File: src/rtl/amp_preprocessor_seq_if.sv
// -----------------------------------------------------------------------------
// amp_preprocessor_seq_if
//   Bus bundle for the time-multiplexed note-amplitude preprocessor.
//   Amplitudes are unsigned W.D fixed point, one W+D-bit word per bin.
//
//   Signals
//     start                 frame request (level, sampled while the block is idle)
//     noteAmplitudes_i      [BIN_QTY][W+D] frame input
//     noteAmplitudes_o      [BIN_QTY][W+D] slow-filtered amplitudes
//     noteAmplitudesFast_o  [BIN_QTY][W+D] fast-filtered amplitudes
//     amplitudeSumNew_o     [W+D+clog2(BIN_QTY)] sum of floored amplitudes
//     data_v                one-cycle frame-done pulse
//     busy                  high while a frame is being processed
//     peakIdx_o / peakAmp_o only when AMPPRE_PEAK_EN is defined
//
//   Modports: master = frame producer/consumer, slave = preprocessor.
//   Optional feature macro: AMPPRE_PEAK_EN.
// -----------------------------------------------------------------------------
`timescale 1ns/1ps
interface amp_preprocessor_seq_if #(
   parameter int W       = 6,
   parameter int D       = 10,
   parameter int BIN_QTY = 12
);
   localparam int AW = W + D;
   localparam int IW = $clog2(BIN_QTY);
   localparam int SW = AW + IW;

   logic                        start;
   logic [BIN_QTY-1:0][AW-1:0]  noteAmplitudes_i;
   logic [BIN_QTY-1:0][AW-1:0]  noteAmplitudes_o;
   logic [BIN_QTY-1:0][AW-1:0]  noteAmplitudesFast_o;
   logic [SW-1:0]               amplitudeSumNew_o;
   logic                        data_v;
   logic                        busy;
`ifdef AMPPRE_PEAK_EN
   logic [IW-1:0]               peakIdx_o;
   logic [AW-1:0]               peakAmp_o;

   modport master (
      output start, noteAmplitudes_i,
      input  noteAmplitudes_o, noteAmplitudesFast_o, amplitudeSumNew_o,
             data_v, busy, peakIdx_o, peakAmp_o
   );
   modport slave (
      input  start, noteAmplitudes_i,
      output noteAmplitudes_o, noteAmplitudesFast_o, amplitudeSumNew_o,
             data_v, busy, peakIdx_o, peakAmp_o
   );
`else
   modport master (
      output start, noteAmplitudes_i,
      input  noteAmplitudes_o, noteAmplitudesFast_o, amplitudeSumNew_o,
             data_v, busy
   );
   modport slave (
      input  start, noteAmplitudes_i,
      output noteAmplitudes_o, noteAmplitudesFast_o, amplitudeSumNew_o,
             data_v, busy
   );
`endif
endinterface

File: src/rtl/amp_preprocessor_seq.sv
// -----------------------------------------------------------------------------
// amp_preprocessor_seq
//   Time-multiplexed note-amplitude preprocessor. Captures one frame of
//   BIN_QTY unsigned W.D amplitudes, subtracts a saturating noise floor and
//   runs each bin through a slow and a fast single-pole IIR filter, one bin
//   per clock, while accumulating the sum of the floored amplitudes.
//
//   Ports
//     clk   clock
//     rst   asynchronous active-high reset
//     bus   amp_preprocessor_seq_if.slave (start, frame in, filtered frames out,
//           amplitude sum, data_v pulse, busy, optional peak outputs)
//
//   Optional feature macro: AMPPRE_PEAK_EN
//     Tracks index/value of the largest floored amplitude of the frame
//     (lowest index wins ties) and publishes it together with the sum.
// -----------------------------------------------------------------------------
`timescale 1ns/1ps
module amp_preprocessor_seq #(
   parameter int          W          = 6,
   parameter int          D          = 10,
   parameter int          BIN_QTY    = 12,
   parameter int unsigned LED_FLOOR  = 32'h0066,
   parameter int          SLOW_SHIFT = 3,
   parameter int          FAST_SHIFT = 1
) (
   input logic                  clk,
   input logic                  rst,
   amp_preprocessor_seq_if.slave bus
);
   localparam int            AW      = W + D;
   localparam int            IW      = $clog2(BIN_QTY);
   localparam int            SW      = AW + IW;
   localparam logic [AW-1:0] FLOOR_C = AW'(LED_FLOOR);
   localparam logic [IW-1:0] LAST_C  = IW'(BIN_QTY - 1);

   typedef enum logic [1:0] {IDLE, PROC, DONE} state_t;

   // Floor subtraction clamped at zero.
   function automatic logic [AW-1:0] floor_sub(input logic [AW-1:0] a);
      return (a > FLOOR_C) ? (a - FLOOR_C) : '0;
   endfunction

   // Clamp a signed intermediate into the unsigned W.D range.
   function automatic logic [AW-1:0] sat_u(input logic signed [AW+1:0] v);
      if (v[AW+1]) return '0;
      if (v[AW])   return '1;
      return v[AW-1:0];
   endfunction

   // y + ((x - y) >>> shift); the arithmetic shift floors toward -inf so a
   // decay toward zero always lands exactly on zero.
   function automatic logic [AW-1:0] iir_step(input logic [AW-1:0] y,
                                               input logic [AW-1:0] x,
                                               input int            shift);
      logic signed [AW:0]   diff;
      logic signed [AW:0]   step;
      logic signed [AW+1:0] sum;
      diff = $signed({1'b0, x}) - $signed({1'b0, y});
      step = diff >>> shift;
      sum  = $signed({2'b00, y}) + step;
      return sat_u(sum);
   endfunction

   state_t                     state_q;
   logic [BIN_QTY-1:0][AW-1:0] snap_q;
   logic [BIN_QTY-1:0][AW-1:0] slow_q;
   logic [BIN_QTY-1:0][AW-1:0] fast_q;
   logic [IW-1:0]              idx_q;
   logic [SW-1:0]              acc_q;
   logic [SW-1:0]              sum_q;
   logic                       data_v_q;
   logic                       busy_q;

   logic [AW-1:0]              x_d;
   logic [AW-1:0]              slow_d;
   logic [AW-1:0]              fast_d;
   logic [SW-1:0]              acc_d;

`ifdef AMPPRE_PEAK_EN
   logic [IW-1:0]              run_idx_q, run_idx_d, peak_idx_q;
   logic [AW-1:0]              run_amp_q, run_amp_d, peak_amp_q;
`endif

   // Shared single-bin datapath, addressed by idx_q.
   always_comb begin
      x_d    = floor_sub(snap_q[idx_q]);
      slow_d = iir_step(slow_q[idx_q], x_d, SLOW_SHIFT);
      fast_d = iir_step(fast_q[idx_q], x_d, FAST_SHIFT);
      acc_d  = acc_q + SW'(x_d);
`ifdef AMPPRE_PEAK_EN
      run_idx_d = run_idx_q;
      run_amp_d = run_amp_q;
      // Strict compare keeps the earliest bin on ties; an all-floored
      // frame never beats the zero start value, leaving index 0.
      if (x_d > run_amp_q) begin
         run_idx_d = idx_q;
         run_amp_d = x_d;
      end
`endif
   end

   always_ff @(posedge clk or posedge rst) begin
      if (rst) begin
         state_q  <= IDLE;
         snap_q   <= '0;
         slow_q   <= '0;
         fast_q   <= '0;
         idx_q    <= '0;
         acc_q    <= '0;
         sum_q    <= '0;
         data_v_q <= 1'b0;
         busy_q   <= 1'b0;
`ifdef AMPPRE_PEAK_EN
         run_idx_q  <= '0;
         run_amp_q  <= '0;
         peak_idx_q <= '0;
         peak_amp_q <= '0;
`endif
      end else begin
         unique case (state_q)
            IDLE: begin
               data_v_q <= 1'b0;
               if (bus.start) begin
                  snap_q  <= bus.noteAmplitudes_i;
                  idx_q   <= '0;
                  acc_q   <= '0;
                  busy_q  <= 1'b1;
                  state_q <= PROC;
`ifdef AMPPRE_PEAK_EN
                  run_idx_q <= '0;
                  run_amp_q <= '0;
`endif
               end
            end
            PROC: begin
               slow_q[idx_q] <= slow_d;
               fast_q[idx_q] <= fast_d;
               acc_q         <= acc_d;
`ifdef AMPPRE_PEAK_EN
               run_idx_q <= run_idx_d;
               run_amp_q <= run_amp_d;
`endif
               if (idx_q == LAST_C) begin
                  sum_q    <= acc_d;
                  data_v_q <= 1'b1;
                  state_q  <= DONE;
`ifdef AMPPRE_PEAK_EN
                  peak_idx_q <= run_idx_d;
                  peak_amp_q <= run_amp_d;
`endif
               end else begin
                  idx_q <= idx_q + 1'b1;
               end
            end
            DONE: begin
               data_v_q <= 1'b0;
               busy_q   <= 1'b0;
               state_q  <= IDLE;
            end
            default: state_q <= IDLE;
         endcase
      end
   end

   assign bus.noteAmplitudes_o     = slow_q;
   assign bus.noteAmplitudesFast_o = fast_q;
   assign bus.amplitudeSumNew_o    = sum_q;
   assign bus.data_v               = data_v_q;
   assign bus.busy                 = busy_q;
`ifdef AMPPRE_PEAK_EN
   assign bus.peakIdx_o            = peak_idx_q;
   assign bus.peakAmp_o            = peak_amp_q;
`endif

endmodule
File: src/flat_wrapper.sv
// flat-port wrapper written by rule: the top's interface ports become plain ports
module amp_preprocessor_seq_flat 
#(
   parameter int          W          = 6,
   parameter int          D          = 10,
   parameter int          BIN_QTY    = 12,
   parameter int unsigned LED_FLOOR  = 32'h0066,
   parameter int          SLOW_SHIFT = 3,
   parameter int          FAST_SHIFT = 1
)
  (clk, rst, bus_start, bus_noteAmplitudes_i, bus_noteAmplitudes_o, bus_noteAmplitudesFast_o, bus_amplitudeSumNew_o, bus_data_v, bus_busy);
  amp_preprocessor_seq_if #(.W(W), .D(D), .BIN_QTY(BIN_QTY)) bus_i ();
  input logic clk;
  input logic rst;
  input wire logic [$bits(bus_i.start)-1:0] bus_start;
  input wire logic [$bits(bus_i.noteAmplitudes_i)-1:0] bus_noteAmplitudes_i;
  output wire logic [$bits(bus_i.noteAmplitudes_o)-1:0] bus_noteAmplitudes_o;
  output wire logic [$bits(bus_i.noteAmplitudesFast_o)-1:0] bus_noteAmplitudesFast_o;
  output wire logic [$bits(bus_i.amplitudeSumNew_o)-1:0] bus_amplitudeSumNew_o;
  output wire logic [$bits(bus_i.data_v)-1:0] bus_data_v;
  output wire logic [$bits(bus_i.busy)-1:0] bus_busy;
  assign bus_i.start = bus_start;
  assign bus_i.noteAmplitudes_i = bus_noteAmplitudes_i;
  assign bus_noteAmplitudes_o = bus_i.noteAmplitudes_o;
  assign bus_noteAmplitudesFast_o = bus_i.noteAmplitudesFast_o;
  assign bus_amplitudeSumNew_o = bus_i.amplitudeSumNew_o;
  assign bus_data_v = bus_i.data_v;
  assign bus_busy = bus_i.busy;
  amp_preprocessor_seq #(.W(W), .D(D), .BIN_QTY(BIN_QTY), .LED_FLOOR(LED_FLOOR), .SLOW_SHIFT(SLOW_SHIFT), .FAST_SHIFT(FAST_SHIFT)) u_core (.clk(clk), .rst(rst), .bus(bus_i));
endmodule
File: config.mk
export PLATFORM = sky130hd
export DESIGN_NAME = amp_preprocessor_seq_flat
export DESIGN_NICKNAME = d
export VERILOG_FILES = /design/src/rtl/amp_preprocessor_seq_if.sv /design/src/rtl/amp_preprocessor_seq.sv /design/src/flat_wrapper.sv
export SDC_FILE = /design/constraint.sdc
export NUM_CORES = 1
export LEC_CHECK = 0
export CAP_MARGIN = 40
export CORE_ASPECT_RATIO = 1.1
export CORE_MARGIN = 2
export CORE_UTILIZATION = 40
export CTS_CLUSTER_DIAMETER = 200
export DETAILED_ROUTE_END_ITERATION = 7
export HOLD_SLACK_MARGIN = 0.15
export PLACE_DENSITY_LB_ADDON = 0.25
export SETUP_SLACK_MARGIN = 0.1
export SLEW_MARGIN = 25
export SYNTH_ARGS = -nofsm -noshare
export SYNTH_HDL_FRONTEND = slang
export SYNTH_SLANG_ARGS = --single-unit
File: constraint.sdc
create_clock -name clk -period 22.4 [get_ports clk]
set_input_delay 3.36 -clock clk [delete_from_list [all_inputs] [get_ports clk]]
set_output_delay 3.36 -clock clk [all_outputs]
set_load 0.1 [all_outputs]
### Word-level counts from Yosys, hierarchy flattened

Index checks and enable logic that the tools add are counted.

| operators by class | value |
|---|---|
| add/subtract/negate cells | 7 |
| magnitude comparators | 3 |
| equality and inequality tests | 6 |
| muxes and demuxes | 37 |
| reduce and logical (&&, ||, !) cells | 13 |

Operators by type and width:

| cell | number |
|---|---|
| $bwmux 192 | 2 |
| $mux 16 | 13 |
| $bmux 16 s4 | 3 |
| $demux 16 s4 | 1 |
| $pmux 20 s2 | 1 |
| $sub 16x16->17 | 2 |
| $add 20x16->20 | 1 |
| $mux 20 | 1 |
| $add 17x14->18 | 1 |
| $add 17x16->18 | 1 |
| $gt 16x7->1 const B | 1 |
| $sub 16x7->16 const B | 1 |
| $reduce_and 2->1 | 6 |
| $mux 1 | 8 |
| $mux 4 | 2 |
| $pmux 4 s2 | 1 |
| $reduce_bool 2->1 | 3 |
| $lt 4x5->1 const B | 1 |
| $add 4x1->4 const B | 1 |
| $eq 4x4->1 const B | 1 |
| $ge 4x1->1 const B | 1 |
| $mux 2 | 2 |
| $ne 2x2->1 const B | 2 |
| $pmux 1 s2 | 2 |
| 8 further kinds | 8 |

| storage, ports and cells | value |
|---|---|
| bits in registers | 624 |
| bits of input ports | 195 |
| output and inout bits | 406 |
| logic and storage cells | 108 |

### Longest topological paths before layout

Gate-level depths: netlist (run 1).

| logic depth | value |
|---|---|
| depth in word-level cells | 11 |
| depth in mapped cells | 37 |
| gate-level depth less buffers | 30 |

### Least setup slack after synthesis (run 1)

No wires, ideal clock.

| timing | value |
|---|---|
| kind | register to register |
| start point | register u_core.idx_q[0] |
| end point | register u_core.slow_q, in the netlist u_core.bus.noteAmplitudes_o[104] |
| setup time | 0.083 ns |
| arrival time | 7.259 ns |
| setup slack | 15.059 ns |
| cell stages (with the launch flop) | 35 |
| path buffers | 8 |
| cells stage by stage | dfrtp_1 -> buf_6 -> buf_6 -> buf_6 -> mux4_2 -> a22oi_1 -> nand2_1 -> nor3_1 -> o2111a_2 -> buf_4 -> clkbuf_1 -> nor2_1 -> ha_1 -> a21o_1 -> a21oi_1 -> nor2_1 -> o21a_1 -> o21ai_0 -> nand2b_1 -> a21oi_1 -> a21bo_1 -> a21o_1 -> buf_6 -> buf_6 -> inv_1 -> ha_1 -> or2_2 -> a21oi_1 -> a21oi_1 -> a21oi_1 -> o21ai_0 -> mux2_1 -> a21boi_2 -> clkbuf_2 -> o21ai_0 |

| between the ends | value |
|---|---|
| cells in the longest elaborated chain, start to end | 11 |

Ends and longest elaborated chain:

| what | RTL line | text |
|---|---|---|
| start: declaration | amp_preprocessor_seq.sv:69 | `logic [IW-1:0] idx_q;` |
| start signal: assignment | amp_preprocessor_seq.sv:153 | `idx_q <= idx_q + 1'b1;` |
| $bmux 16 s4 | amp_preprocessor_seq.sv:87 | `x_d = floor_sub(snap_q[idx_q]);` |
| $mux 16 (not written as such) | amp_preprocessor_seq.sv:87 |  |
| $sub 16x7->16 / $gt 16x7->1 (equally long branches) | amp_preprocessor_seq.sv:41 | `return (a > FLOOR_C) ? (a - FLOOR_C) : '0;` |
| $mux 16 | amp_preprocessor_seq.sv:41 |  |
| $sub 16x16->17 | amp_preprocessor_seq.sv:59 | `diff = $signed({1'b0, x}) - $signed({1'b0, y});` |
| $add 17x14->18 | amp_preprocessor_seq.sv:61 | `sum = $signed({2'b00, y}) + step;` |
| $mux 1 (2 in a row) | amp_preprocessor_seq.sv:47 | `if (v[AW]) return '1;` |
| $mux 16 | amp_preprocessor_seq.sv:48 | `return v[AW-1:0];` |
| $mux 16 | amp_preprocessor_seq.sv:47 |  |
| $bwmux 192 * | amp_preprocessor_seq.sv:137 | `slow_q[idx_q] <= slow_d;` |
| end signal: indexed assignment | amp_preprocessor_seq.sv:137 |  |
| end: declaration | amp_preprocessor_seq.sv:67 | `logic [BIN_QTY-1:0][AW-1:0] slow_q;` |

Every way passes the cells marked *; elsewhere a longest branch is shown, timed or not. The select of a mux whose other input is x is not followed.
A chain may end at the register's enable or synchronous reset.

### Worst setup path in the final report (run 1)

| timing | value |
|---|---|
| start point | register u_core.idx_q[1] |
| end point | register u_core.slow_q, in the netlist u_core.bus.noteAmplitudes_o[45] |

Same word-level chain as after synthesis.

==> key figures, run 1 <==
Placement
  • Dpl ws: 12960 ps
  • Post-DP HPWL: 98.3 mm
  • Final GP Congestion: 0.912
  • Port Buffer Count: 600

Clocking
  • CTS Root Cell: clkbuf_16
  • H-tree Lvls: 3
  • Hold Buf Count CTS: 0
  • PostCTS Resize Cnt: 0
  • CTS tree: built
  • CTS Buf Count: 69
  • Worst skew pair latency: 610 ps
  • Post-CTS Setup Bufs: 0
  • CTS max path bufs: 3
  • CTS sink cnt: 624
  • CTS clk-pin slew, worst paths: 70 ps

Worst setup path
  • Crit path required time: 22870 ps
  • CP peak stage delay: 830 ps
  • Crit path DAT: 10120 ps
  • Worst setup SP type: flip-flop
  • FF-to-FF End: u_core.bus.noteAmplitudes_o[45]
  • FF-to-FF setup slack: 12750 ps
  • Crit path top cell by count: a21oi_1
  • Crit. End Element: flip-flop
  • Crit path buf inv count: 2
  • Crit-path slowest cell: dfrtp_4
  • Reg2reg start: u_core.idx_q[1]
  • CP delay by family, top: compound AO/OA/AOI/OAI gates
  • Reg2Reg Depth: 31
  • Critical Path Fanout Max: 43
  • Setup Crit Path Kind: flip-flop to flip-flop

Logic synthesis
  • FF+latch count, synth: 624
  • Netlist cell types: 82
  • EDFF count, synth: 0
  • Avg Synthesized Cell Area: 9.90 um2
  • Net count after synthesis: 3549
  • Cells after Synth: 3271
  • Fraction of registers with async set or reset after synthesis: 1.00
  • Ys flop type: dfrtp_1
  • Post-Syn Area: 32400 um2
  • Sequential cell area fraction in the yosys report: 0.482
  • Syn. warnings: 0

Global routing
  • Met1 Track Usage GR: 0.374
  • GRT overflow: 0
  • Antenna violations before repair: 3
  • Total Routing Usage GR: 0.326
  • Gr busiest metal: met2
  • Largest net degree at the start of global routing: 195
  • GRT met2 Usage: 0.544
  • Vias in the first global route: 31000
  • First-pass GRT wire length: 201 mm
  • GR Util met3: 0.0784

Routing
  • # DRC: 0
  • Via count: 30200
  • DRT Wirelength: 136 mm
  • Vias per inst: 5.73
  • Initial DRC Count: 3438
  • DR pass1 iterations: 6
  • Routed len/inst: 25.8 um
  • Post-route ant nets: 0

Run
  • Max Cap Viol: 0

Timing
  • Skew final: 26.3 ps
  • RSZ-0062 raised after global routing: no
  • Hold Vio Cnt, Final: 0
  • Final Critical Period: 9650 ps
  • Min setup slack post-route: 12750 ps
  • Fmax: 0.104 GHz
  • Fin crit share: 0.431
  • Setup TNS: 0 ps
  • Hold_ws: 469 ps
  • Final count of negative-setup-slack endpoints: 0
  • Rel. slew slack: 0.286
  • Final Slew Violations: 0
  • Worst-margin pin slew: 1070 ps

Finish
  • Share of cells above drive strength 1: 0.221
  • Area of the multi-input gates: 15700 um2
  • Net count, final: 4444
  • Flip-flop and latch area: 15600 um2
  • Area growth syn-to-layout: 52.3%
  • Fillers: 6070

Die
  • Die span in x: 275 um
  • FP Rows: 109
  • Die H: 302 um
  • Io pins: 601
  • Die area: 83300 um2
  • Starting Density: 0.403
  • Placeable Area: 80300 um2

Status
  • Outcome: finished, final reports clean

Min path
  • Class of the worst hold path: flip-flop to flip-flop
  • WHS Path Cells: 2
  • Hold Startpoint: u_core.snap_q[120]
  • WHS Endpoint: u_core.snap_q[120]
==> Yosys cell counts, drive strengths merged, types with 30 or more instances <==
library cell,count,area (um2)
a21o,30,225
a21oi,95,475
buf,66,437
clkbuf,148,566
dfrtp,624,15600
ha,81,1010
inv,66,248
mux2,91,1020
mux2i,64,641
mux4,117,2640
nand2,1016,3820
nor2,98,368
o21ai,394,2360
xnor2,57,526
==> per-layer routing <==
metal  up-vias  part of all wire  wire, um
met1     14700              0.35     47900
li1      13100                 -         -
met3       572             0.088     12000
met5         -           0.00012        16
met2      1784              0.49     66200
met4         2             0.074     10000
==> how the worst max path moves through the flow <==
stage | startpoint | end | slack (ps) | cells past startpoint
floorplan | rst | u_core.acc_q[0] | 1560 | 1
finish | u_core.idx_q[1] | u_core.bus.noteAmplitudes_o[45] | 12750 | 31
global placement | u_core.idx_q[0] | u_core.bus.noteAmplitudes_o[137] | 13010 | 27
detailed placement | u_core.idx_q[1] | u_core.bus.noteAmplitudes_o[157] | 12960 | 31
global route | u_core.idx_q[0] | u_core.bus.noteAmplitudes_o[136] | 12150 | 31
CTS | u_core.idx_q[1] | u_core.bus.noteAmplitudes_o[120] | 12910 | 31
==> sequential cells by signal, summed over array words and instances, names as in the netlist <==
register / cells
u_core.state_q: 2
u_core.bus.noteAmplitudesFast_o: 192
u_core.bus.noteAmplitudes_o: 192
u_core.idx_q: 4
u_core.bus.amplitudeSumNew_o: 20
u_core.bus.busy: 1
u_core.bus.data_v: 1
u_core.acc_q: 20
u_core.snap_q: 192
==> kinds of logic after synthesis <==
kind of cell | synth area share
AND/OR/NAND/NOR | 0.152
flip-flops | 0.482
XOR/XNOR | 0.0238
buffers and inverters | 0.0387
adder cells (fa/ha/maj) | 0.0328
AO/OA/AOI/OAI | 0.138
multiplexers | 0.133
==> area by class of cell <==
class | count | share of cell area
multi-input combinational | 2366 | 0.317
sequential | 624 | 0.317
timing repair buffer | 1038 | 0.289
clock buffer | 98 | 0.0397
tap | 1054 | 0.0267
clock inverter | 19 | 0.00540
inverter | 67 | 0.00525
antenna | 3 | 0.000152
==> metrics by stage <==
stage	std cells	instance area, um2	util
3_5_place_dp	5137	47000	0.585
2_1_floorplan	3271	32400	-
4_1_cts	5254	49200	0.613
5_1_grt	5268	49300	0.614
6_report	5269	49300	0.614
3_3_place_gp	4751	39200	0.487
==> worst register-to-register path, delay by kind of cell (launching register included) <==
family | cells | cell delay [ps]
buffers and inverters | 2 | 930
XOR/XNOR | 1 | 80
AO/OA/AOI/OAI | 14 | 3790
multiplexers | 3 | 1240
AND/OR/NAND/NOR | 9 | 1930
adder cells (fa/ha/maj) | 2 | 700
flip-flops | 1 | 830
==> cells in the final DEF (no fill, tap or decap), types with 22 or more instances in the layout <==
cell type,netlist,routed
o21a_1,22,22
inv_1,65,64
a21oi_1,95,93
buf_2,16,27
buf_8,0,201
ha_1,81,81
a21o_1,30,30
mux2_2,90,90
clkbuf_16,0,70
dfrtp_1,624,620
mux4_2,117,117
mux2i_1,64,64
nand2_1,1015,1015
nor2_1,98,95
clkdlybuf4s50_1,0,561
xnor2_1,55,55
o21ai_2,101,101
buf_16,0,176
buf_4,5,57
o21ai_0,280,279
xor2_1,28,28
Power of run 1 is left out: the tool's default activity adds up to more than one toggle a clock period on the data nets, which glitch-free logic cannot reach.
==> run 2, diff against run 1 <==
clock period = 8.1 ns   (was 22.4 ns; I/O delays follow)
==> key figures, run 2 (synthesized netlist as in run 1, its figures left out) <==
Clocking
  • Hold Buf Count CTS: 0 (unchanged)
  • CTS Root Cell: clkbuf_16
  • CTS sink cnt: 624 (unchanged)
  • CTS max path bufs: 3 (unchanged)
  • H-tree Lvls: 3 (unchanged)
  • Worst skew pair latency: 650 ps (+40 ps)
  • CTS clk-pin slew, worst paths: 60 ps (about the same)
  • CTS tree: built
  • CTS Buf Count: 71 (+2.9%)

Placement
  • Final GP Congestion: 0.927 (+1.7%)
  • Post-DP HPWL: 99.1 mm (+0.82%)
  • Dpl ws: -19.3 ps (-12980 ps)
  • Port Buffer Count: 600 (unchanged)

Routing
  • DRT Wirelength: 138 mm (+1.2%)
  • DR pass1 iterations: 6 (unchanged)
  • # DRC: 0 (unchanged)
  • Initial DRC Count: 3028 (-12%)
  • Post-route ant nets: 0 (unchanged)
  • Routed len/inst: 25.9 um (+0.10%)
  • Via count: 30200 (+0.17%)
  • Vias per inst: 5.67 (-0.96%)

Worst setup path
  • Critical Path Fanout Max: 12 (-72%)
  • Crit path DAT: 8210 ps (-1910 ps)
  • Setup Crit Path Kind: flip-flop to flip-flop
  • Crit path required time: 8650 ps (-14220 ps)
  • Worst setup SP type: flip-flop
  • Crit-path slowest cell: or4_4
  • Crit. End Element: flip-flop
  • Crit path buf inv count: 2 (unchanged)
  • CP delay by family, top: compound AO/OA/AOI/OAI gates
  • CP peak stage delay: 610 ps (-220 ps)

Finish
  • Share of cells above drive strength 1: 0.234 (+0.0131)
  • Most frequent cells in the layout: 1015 x nand2_1, 620 x dfrtp_1, 576 x clkdlybuf4s50_1, 277 x o21ai_0, 203 x buf_8
  • Fillers: 6037 (-0.54%)
  • Area growth syn-to-layout: 54.8%
  • Net count, final: 4494 (+1.1%)
  • Most common cell after layout, fill and taps aside: nand2_1

Timing
  • Final Slew Violations: 0 (unchanged)
  • Rel. slew slack: 0.346 (+0.0597)
  • Setup TNS: 0 ps (unchanged)
  • Min setup slack post-route: 441 ps (-12310 ps)
  • Final count of negative-setup-slack endpoints: 0 (unchanged)
  • RSZ-0062 raised after global routing: no
  • Fmax: 0.131 GHz (+26%)
  • Skew final: 44.6 ps (+18.3 ps)
  • Hold Vio Cnt, Final: 0 (unchanged)
  • Final Critical Period: 7660 ps (-1990 ps)
  • Hold_ws: 466 ps (-2.38 ps)
  • Worst-margin pin slew: 982 ps (-89.5 ps)
  • Fin crit share: 0.946 (+0.515)

Global routing
  • Largest net degree at the start of global routing: 195 (unchanged)
  • Antenna violations before repair: 6 (+3)
  • GRT overflow: 0 (unchanged)
  • Vias in the first global route: 31300 (+0.75%)
  • Total Routing Usage GR: 0.330 (+0.00448)
  • First-pass GRT wire length: 204 mm (+1.5%)

Die
  • Die span in x: 275 um (unchanged)
  • Io pins: 601 (unchanged)
  • FP Rows: 109 (unchanged)
  • Starting Density: 0.403 (unchanged)
  • Die area: 83300 um2 (unchanged)
  • Die H: 302 um (unchanged)
  • Placeable Area: 80300 um2 (unchanged)

Min path
  • Class of the worst hold path: flip-flop to flip-flop

Status
  • Outcome: finished, final reports clean

Run
  • Max Cap Viol: 0 (unchanged)
## run 2: cell types whose count changed in the layout (fill, tap and decap cells not counted), moves of 3 or more
cell             before  now
buf_12                6   11
buf_16              176  182
buf_2                27   23
buf_4                57   89
buf_6                 4    0
clkbuf_1             18   14
clkdlybuf4s50_1     561  576
clkinv_2              5   13
clkinv_8              1    4
o21a_1               22   18
o21a_2                0    4
o21ai_2             101  104
## run 2: tightest hold or removal path: stages (launching register included)
cell and delay (ps):
dfrtp_1 330, nand2_1 50, nand2_1 50
## run 2: routing by layer
| metal | vias up | track usage | share of wire |
|---|---|---|---|
| met4 | 6 | 0.205 | 0.072 |
| met2 | 1708 | 0.548 | 0.48 |
| met3 | 565 | 0.0833 | 0.085 |
| met1 | 14800 | 0.383 | 0.36 |
| li1 | 13200 | - | - |
| met5 | - | 0 | 0.00028 |
## run 2: worst paths after layout
kind | from | to | slack (ps) | depth (start not counted)
setup / recovery | u_core.idx_q[0] | u_core.bus.noteAmplitudes_o[146] | 440 | 28
hold / removal | u_core.snap_q[121] | u_core.snap_q[121] | 470 | 2
setup reg to reg | u_core.idx_q[0] | u_core.bus.noteAmplitudes_o[146] | 440 | 28
hold reg to reg | u_core.snap_q[121] | u_core.snap_q[121] | 470 | 2
max in group asynchronous | rst | u_core.bus.noteAmplitudesFast_o[3] | 5330 | 5
min in group asynchronous | rst | u_core.snap_q[117] | 1100 | 3
## run 2: what timing repair did
item | in CTS | in global routing
buffers inserted | 2 | 10
resized for setup | 2 | 25
endpoints found under the hold margin | 0 | 0
pin swaps | 0 | 5
endpoints found under the setup margin | 88 | 310
## run 2: layout make-up
cell class,count,area [um2],area share
timing repair buffer,1086,14800,0.296
multi-input combinational,2366,15700,0.314
clock inverter,32,372,0.00741
clock buffer,97,1990,0.0398
inverter,67,255,0.00509
antenna,3,7.51,0.000150
sequential,624,15600,0.312
tap,1054,1320,0.0263
## run 2: metrics by stage
stage,instance area [um2],util,cells
floorplan,32400,-,3271
global placement,39500,0.492,4790
detailed placement,47500,0.591,5177
CTS,49900,0.621,5308
global route,50100,0.624,5328
finish,50100,0.624,5329
Power of run 2 is left out for the same reason.
